`src/rtl/regfile_rename.sv`:
```
// Architectural register file with per-register rename tags.
// Issue reads operands (or producing ROB tags); the ROB commit port writes results back.
module regfile_rename #(
  parameter int NUM_REGS   = 32,
  parameter int REG_ADDR_W = 5,
  parameter int DATA_W     = 32,
  parameter int ROB_TAG_W  = 4
) (
  input  logic                  clk,
  input  logic                  rst,
  input  logic                  rdy,
  input  logic                  flush,
  input  logic [REG_ADDR_W-1:0] rs1_addr,
  input  logic [REG_ADDR_W-1:0] rs2_addr,
  output logic                  rs1_busy,
  output logic [ROB_TAG_W-1:0]  rs1_tag,
  output logic [DATA_W-1:0]     rs1_val,
  output logic                  rs2_busy,
  output logic [ROB_TAG_W-1:0]  rs2_tag,
  output logic [DATA_W-1:0]     rs2_val,
  input  logic                  iss_valid,
  input  logic [REG_ADDR_W-1:0] iss_rd,
  input  logic                  iss_has_rd,
  input  logic [ROB_TAG_W-1:0]  iss_tag,
  input  logic                  cm_valid,
  input  logic [REG_ADDR_W-1:0] cm_rd,
  input  logic [DATA_W-1:0]     cm_data,
  input  logic [ROB_TAG_W-1:0]  cm_tag
);

  logic [DATA_W-1:0]    val_q  [NUM_REGS];
  logic                 busy_q [NUM_REGS];
  logic [ROB_TAG_W-1:0] tag_q  [NUM_REGS];

  logic cm_hit;
  assign cm_hit = cm_valid && (cm_rd != '0) && busy_q[cm_rd] && (tag_q[cm_rd] == cm_tag);

  // Entry 0 is only ever written by reset, so it stays zero.
  always_ff @(posedge clk) begin
    if (rst) begin
      for (int i = 0; i < NUM_REGS; i++) begin
        val_q[i]  <= '0;
        busy_q[i] <= 1'b0;
        tag_q[i]  <= '0;
      end
    end else if (rdy) begin
      if (cm_valid && (cm_rd != '0)) begin
        val_q[cm_rd] <= cm_data;
        if (cm_hit) busy_q[cm_rd] <= 1'b0;
      end
      // Flush wins over a same-cycle issue; issue wins over a same-cycle commit clear.
      if (flush) begin
        for (int i = 1; i < NUM_REGS; i++) busy_q[i] <= 1'b0;
      end else if (iss_valid && iss_has_rd && (iss_rd != '0)) begin
        busy_q[iss_rd] <= 1'b1;
        tag_q[iss_rd]  <= iss_tag;
      end
    end
  end

  always_comb begin
    rs1_busy = 1'b0;
    rs1_tag  = '0;
    rs1_val  = '0;
    if (rs1_addr != '0) begin
      rs1_busy = busy_q[rs1_addr];
      rs1_tag  = tag_q[rs1_addr];
      rs1_val  = val_q[rs1_addr];
      if (cm_hit && (cm_rd == rs1_addr)) begin
        rs1_busy = 1'b0;
        rs1_val  = cm_data;
      end
    end
  end

  always_comb begin
    rs2_busy = 1'b0;
    rs2_tag  = '0;
    rs2_val  = '0;
    if (rs2_addr != '0) begin
      rs2_busy = busy_q[rs2_addr];
      rs2_tag  = tag_q[rs2_addr];
      rs2_val  = val_q[rs2_addr];
      if (cm_hit && (cm_rd == rs2_addr)) begin
        rs2_busy = 1'b0;
        rs2_val  = cm_data;
      end
    end
  end

endmodule

```
`config.mk`:
```
export PLATFORM = sky130hd
export DESIGN_NAME = regfile_rename
export DESIGN_NICKNAME = d
export VERILOG_FILES = /design/src/rtl/regfile_rename.sv
export SDC_FILE = /design/constraint.sdc
export NUM_CORES = 2
export LEC_CHECK = 0
export ABC_AREA = 0
export CAP_MARGIN = 10
export CELL_PAD_IN_SITES_DETAIL_PLACEMENT = 1
export CELL_PAD_IN_SITES_GLOBAL_PLACEMENT = 1
export CORE_MARGIN = 2
export CORE_UTILIZATION = 40
export DETAILED_ROUTE_END_ITERATION = 7
export GPL_ROUTABILITY_DRIVEN = 0
export HOLD_SLACK_MARGIN = 0.06
export PLACE_DENSITY_LB_ADDON = 0.1
export RECOVER_POWER = 25
export SLEW_MARGIN = 10
export SYNTH_ARGS = -nofsm -noshare
export SYNTH_HDL_FRONTEND = slang
export SYNTH_SLANG_ARGS = --single-unit
```
`constraint.sdc`:
```
create_clock -name clk -period 14.75 [get_ports clk]
set_clock_uncertainty 0.05 [all_clocks]
set_input_delay 2.95 -clock clk [delete_from_list [all_inputs] [get_ports clk]]
set_output_delay 2.95 -clock clk [all_outputs]
set_load 0.05 [all_outputs]
```
After elaboration in Yosys (flattened, before gate mapping)
Memories as Yosys holds them, arrays and structs flattened.
Index checks and enable logic that the tools add are counted.
{"block": "word_totals", "output_inout_bits": 74, "ff_bits": 0, "mem_count": 3, "ram_bits": 1184, "elab_cells": 249, "input_bits": 67}
{"memory": "val_q", "words": 32, "width": 32, "rd": 2, "rd_ports_with_merged_regs": 0, "write_ports": 32, "line_no": "31", "text": "logic [DATA_W-1:0] val_q [NUM_REGS];"}
{"memory": "tag_q", "words": 32, "width": 4, "rd": 3, "rd_ports_with_merged_regs": 0, "write_ports": 32, "line_no": "33", "text": "logic [ROB_TAG_W-1:0] tag_q [NUM_REGS];"}
{"memory": "busy_q", "words": 32, "width": 1, "rd": 3, "rd_ports_with_merged_regs": 0, "write_ports": 32, "line_no": "32", "text": "logic busy_q [NUM_REGS];"}
{"block": "op_classes", "mux": 73, "n_bitwise": 124, "reduce_logical": 15, "n_eq_ne": 34}
{"cell": "$mux 32", "n": 5}
{"cell": "$eq 5x5->1 const B", "n": 31}
{"cell": "$and 1x1->1", "n": 62}
{"cell": "$mux 1", "n": 61}
{"cell": "$reduce_or 32->1", "n": 1}
{"cell": "$not 1->1", "n": 31}
{"cell": "$or 1x1->1", "n": 31}
{"cell": "$mux 5", "n": 4}
{"cell": "$reduce_bool 5->1", "n": 4}
{"cell": "$mux 4", "n": 3}
{"cell": "$eq 5x5->1", "n": 2}
{"cell": "$logic_and 1x1->1", "n": 7}
{"cell": "$eq 4x4->1", "n": 1}
{"cell": "$reduce_or 4->1", "n": 1}
{"cell": "$reduce_or 1->1", "n": 2}

Logic depth before layout (Yosys ltp)
{"block": "logic_depth", "depth_word": 42, "ltp_mapped": 15, "ltp_nobuf": 8}

Worst setup path after synthesis
OpenSTA, ideal clock, no wires.
{"block": "synth_timing", "path_type": "in2out", "start": "input cm_rd[0]", "end": "output rs1_val[10]", "t_arrival_ps": 6377, "n_path_buf": 7, "cell_stages": 15, "slack_ps": 5373, "required_time_ps": 11750, "cell_sequence": "buf_6 -> buf_6 -> buf_6 -> buf_4 -> buf_2 -> mux2i_1 -> a22oi_1 -> nand3_1 -> nand4_1 -> xnor2_1 -> and3_1 -> buf_2 -> buf_1 -> a21oi_1 -> a211oi_1"}
{"block": "synth_between", "elab_chain_len": 7, "elab_cells_between_ends": 11, "classes_between": "eq/ne (2); mux (2); reduce/logical (5); memory (2)"}
{"item": "start, declared", "line_no": "26", "text": "input logic [REG_ADDR_W-1:0] cm_rd,"}
{"item": "parallel branches: the longest is 4 deep, another holds $mem_v2 32x4"}
{"item": "$logic_and 1x1->1 *", "line_no": "69", "text": "if (cm_hit && (cm_rd == rs1_addr)) begin"}
{"item": "$mux 32 *", "line_no": "69"}
{"item": "$mux 32 *", "line_no": "65", "text": "if (rs1_addr != '0) begin"}
{"item": "end, declared", "line_no": "17", "text": "output logic [DATA_W-1:0] rs1_val,"}
Mark *: on every way between the ends.

==> run summary <==
Status: finished with violations
Failing checks: max-capacitance violations, max-slew violations
Number of register bits inferred by synthesis: 1184
Post-route ant nets: 0
Final period utilization: 85.6%
Pin count of the biggest net entering global routing: 125
Routed via count: 43047
Worst setup startpoint: cm_rd[3]
Std-Cell Rows: 147
Final nets: 4200
Achievable Freq: 79.2 MHz
Total gr overflow: 0
CP max FO: 57
Reg-to-Reg Start: tag_q[20][0]
Reg-to-reg endpoint: busy_q[20]
EDFF count, synth: 1152
Cell depth of the worst setup path: 11
CP peak stage delay: 2.15 ns
Comb pwr share: 15.1%
Sequential fraction of the synthesis area: 54.4%
R2r worst-path depth: 8
Worst Hold Launch: busy_q[26]
Final hold vios: 0
RSZ-0062 raised after global routing: false
FFs w/ async S/R, synth: 0%
Seq pwr share: 45.2%
CP Data Arrival Time: 13.00 ns
Final HPWL DP: 142000 microns
Clock Latency Late Sink: 0.79 ns
Rel. slew slack: -137%
Ys flop type: edfxtp_1
CP Data Required Time: 15.12 ns
Critical path capture point type: flop
Crit path capture: val_q[23][29]
Leading cell type in the layout, fill and taps excluded: edfxtp_1
R2r setup slk: 10.93 ns
Layout Utilization: 45.3%
Clk network pwr share: 39.7%
LEAKAGE: 0.0221 uW
Die H: 406 microns
Max-cap violations: 14
CTS sink cnt: 1184
P_sw: 2380 uW
Buf/Inv on CP: 6
Most frequent cells in the layout: edfxtp_1 (1152), nor3_1 (850), mux4_2 (770)
CTS root buffer: clkbuf_16
First-pass GRT wire length: 350000 microns
Port-buffer cells: 140
WL final: 248000 microns
Synth Warn #: 0
Syn_area_per_cell: 15.2 sq um
Max Slew Vio Count: 428
Core footprint: 161000 sq um
Final min period: 12.63 ns
Hold_buf cts: 0
Setup TNS Final: 0 ns
Crit path kind: primary input to flop
# Post-CTS Setup Buffers: 0
Max H-tree Level: 4
TritonCTS clock tree: done
TritonCTS Buffers: 142
Worst-margin pin slew: 3.55 ns
Avg Vias per Cell: 6.72
Switching Fraction: 27.2%
Worst IR Drop VDD: 129 uV
Count of final setup violators: 0
Internal power: 6380 uW
# DRC: 0
Vias in the first global route: 44512
Width of the die: 406 microns
Post-DR wirelength/cell: 38.7 microns
Critical path's slowest cell: clkbuf_1
Mapped Area: 64700 sq um
Pwr per Cell Area: 121 nW/um^2
Initial antenna violation count: 5
Layout cells sized above 1: 29.3%
Syn-to-layout area delta: 12.2%
Io pins: 141
Worst hold path type: flop to flop
CP Launch Type: primary input
CTS resizes: 0
Gr usage total: 30.3%
Starting Density: 40.3%
Cells after Synth: 4258
Clk slew on worst S/H paths: 0.06 ns
CP top delay family: buffers and inverters
CP Cell Sequence: dlygate4sd3_1 -> clkbuf_1 -> nor3_1 -> a21boi_0 -> and2_2 -> clkbuf_1 -> clkbuf_1 -> nand2_1 -> buf_4 -> o21bai_4 -> buf_4
Pre-antenna DRT Iters: 5
Iter 0 DRT Violations: 5114
Deepest clock path buffer count: 3
Die area: 165000 sq um
Synth cell types: 52
CP dominant cell by count: clkbuf_1
==> worst min-delay path, delay by kind of cell (launching register included) <==
| family | cells | cell delay (ns) |
|---|---|---|
| AND/OR/NAND/NOR | 1 | 0.06 |
| flip-flops | 1 | 0.33 |
| AO/OA/AOI/OAI | 1 | 0.06 |
==> worst min path at each step <==
| stage | end | slack, ns | depth (start not counted) |
|---|---|---|---|
| final | busy_q[26] | 0.46 | 2 |
| after global placement | busy_q[18] | 0.43 | 2 |
| after global routing | busy_q[6] | 0.48 | 2 |
| after detailed placement | busy_q[26] | 0.44 | 2 |
| after floorplan | busy_q[0] | 0.41 | 1 |
| after CTS | busy_q[6] | 0.45 | 2 |
==> routing by layer <==
metal / vias to the layer above / part of all wire [%] / track usage, %
met5: - / 0.018 / 0
met4: 6 / 3.4 / 9.77
met1: 23546 / 41 / 42.1
met3: 389 / 7.5 / 4.86
met2: 1974 / 48 / 48.7
li1: 17132 / - / -
==> state kept, by name (all words and copies together) (netlist names) <==
name / count
val_q: 1024
busy_q: 32
tag_q: 128
==> power groups by stage <==
stage | clock network [uW] | logic (uW) | registers [uW]
CTS | 3510 | 1330 | 3960
finish | 3470 | 1320 | 3960
global route | 3620 | 1370 | 3980
global placement | 0 | 1320 | 4010
floorplan | 0 | 854 | 3980
detailed placement | 0 | 1320 | 4020
==> final cells by class <==
class                           count  area, sq um
Timing Repair Buffer              268         2430
Tap cell                         2160         2700
Clock buffer                      176         3700
Sequential cell                  1184        35200
Fill cell                       15493        87900
Multi-Input combinational cell   2502        27700
Antenna cell                        2         5.00
Inverter                           35          131
Clock inverter                     78          742
==> synth_stat cells, drive strengths merged, types with 5 or more instances <==
library cell     n  area share, %
o21ai            5          0.044
dfxtp           32           0.99
mux4           770             27
xnor2            6          0.081
nor4            68           0.71
nand3           17           0.13
and3            34           0.33
a31oi            5          0.048
buf            105           0.71
a22o             6          0.081
nand2b           6          0.058
o21bai          26           0.30
inv             35           0.20
o22ai            7          0.068
mux2i           32           0.49
nor3           854            6.6
nor2b            7          0.068
mux2            66            1.1
and2           193            1.9
a22oi            8          0.093
a21oi          112           0.87
or2             36           0.35
nand2           36           0.21
nor2            75           0.43
clkbuf         467            2.7
nand3b           5          0.058
edfxtp        1152             53
a211oi          65           0.75
xor2             6          0.081
==> logic make-up (layout without fill, tap and decap cells) <==
logic type | after synthesis | in the layout | synth area share, %
AOI/OAI and AO/OA | 245 | 245 | 2.43
xor gates and xnor gates | 12 | 12 | 0.162
buffers and inverters | 607 | 557 | 3.62
DFF | 1184 | 1184 | 54.4
muxes | 868 | 868 | 28.4
other | 1 | 38 | 0.00579
and+or+nand+nor | 1341 | 1341 | 10.9
==> stage by stage <==
step	cell area (sq um)	total power (uW)	setup WS, ns	hold WS [ns]	instances
2_1_floorplan	64900	4840	5.37	0.415	4293
3_3_place_gp	68300	5340	3.97	0.428	6149
6_report	72700	8760	2.12	0.457	6405
4_1_cts	72800	8790	3.88	0.451	6403
5_1_grt	72700	8970	2.10	0.482	6404
3_5_place_dp	68300	5350	3.84	0.442	6149
(Power assumes the default switching activity.)
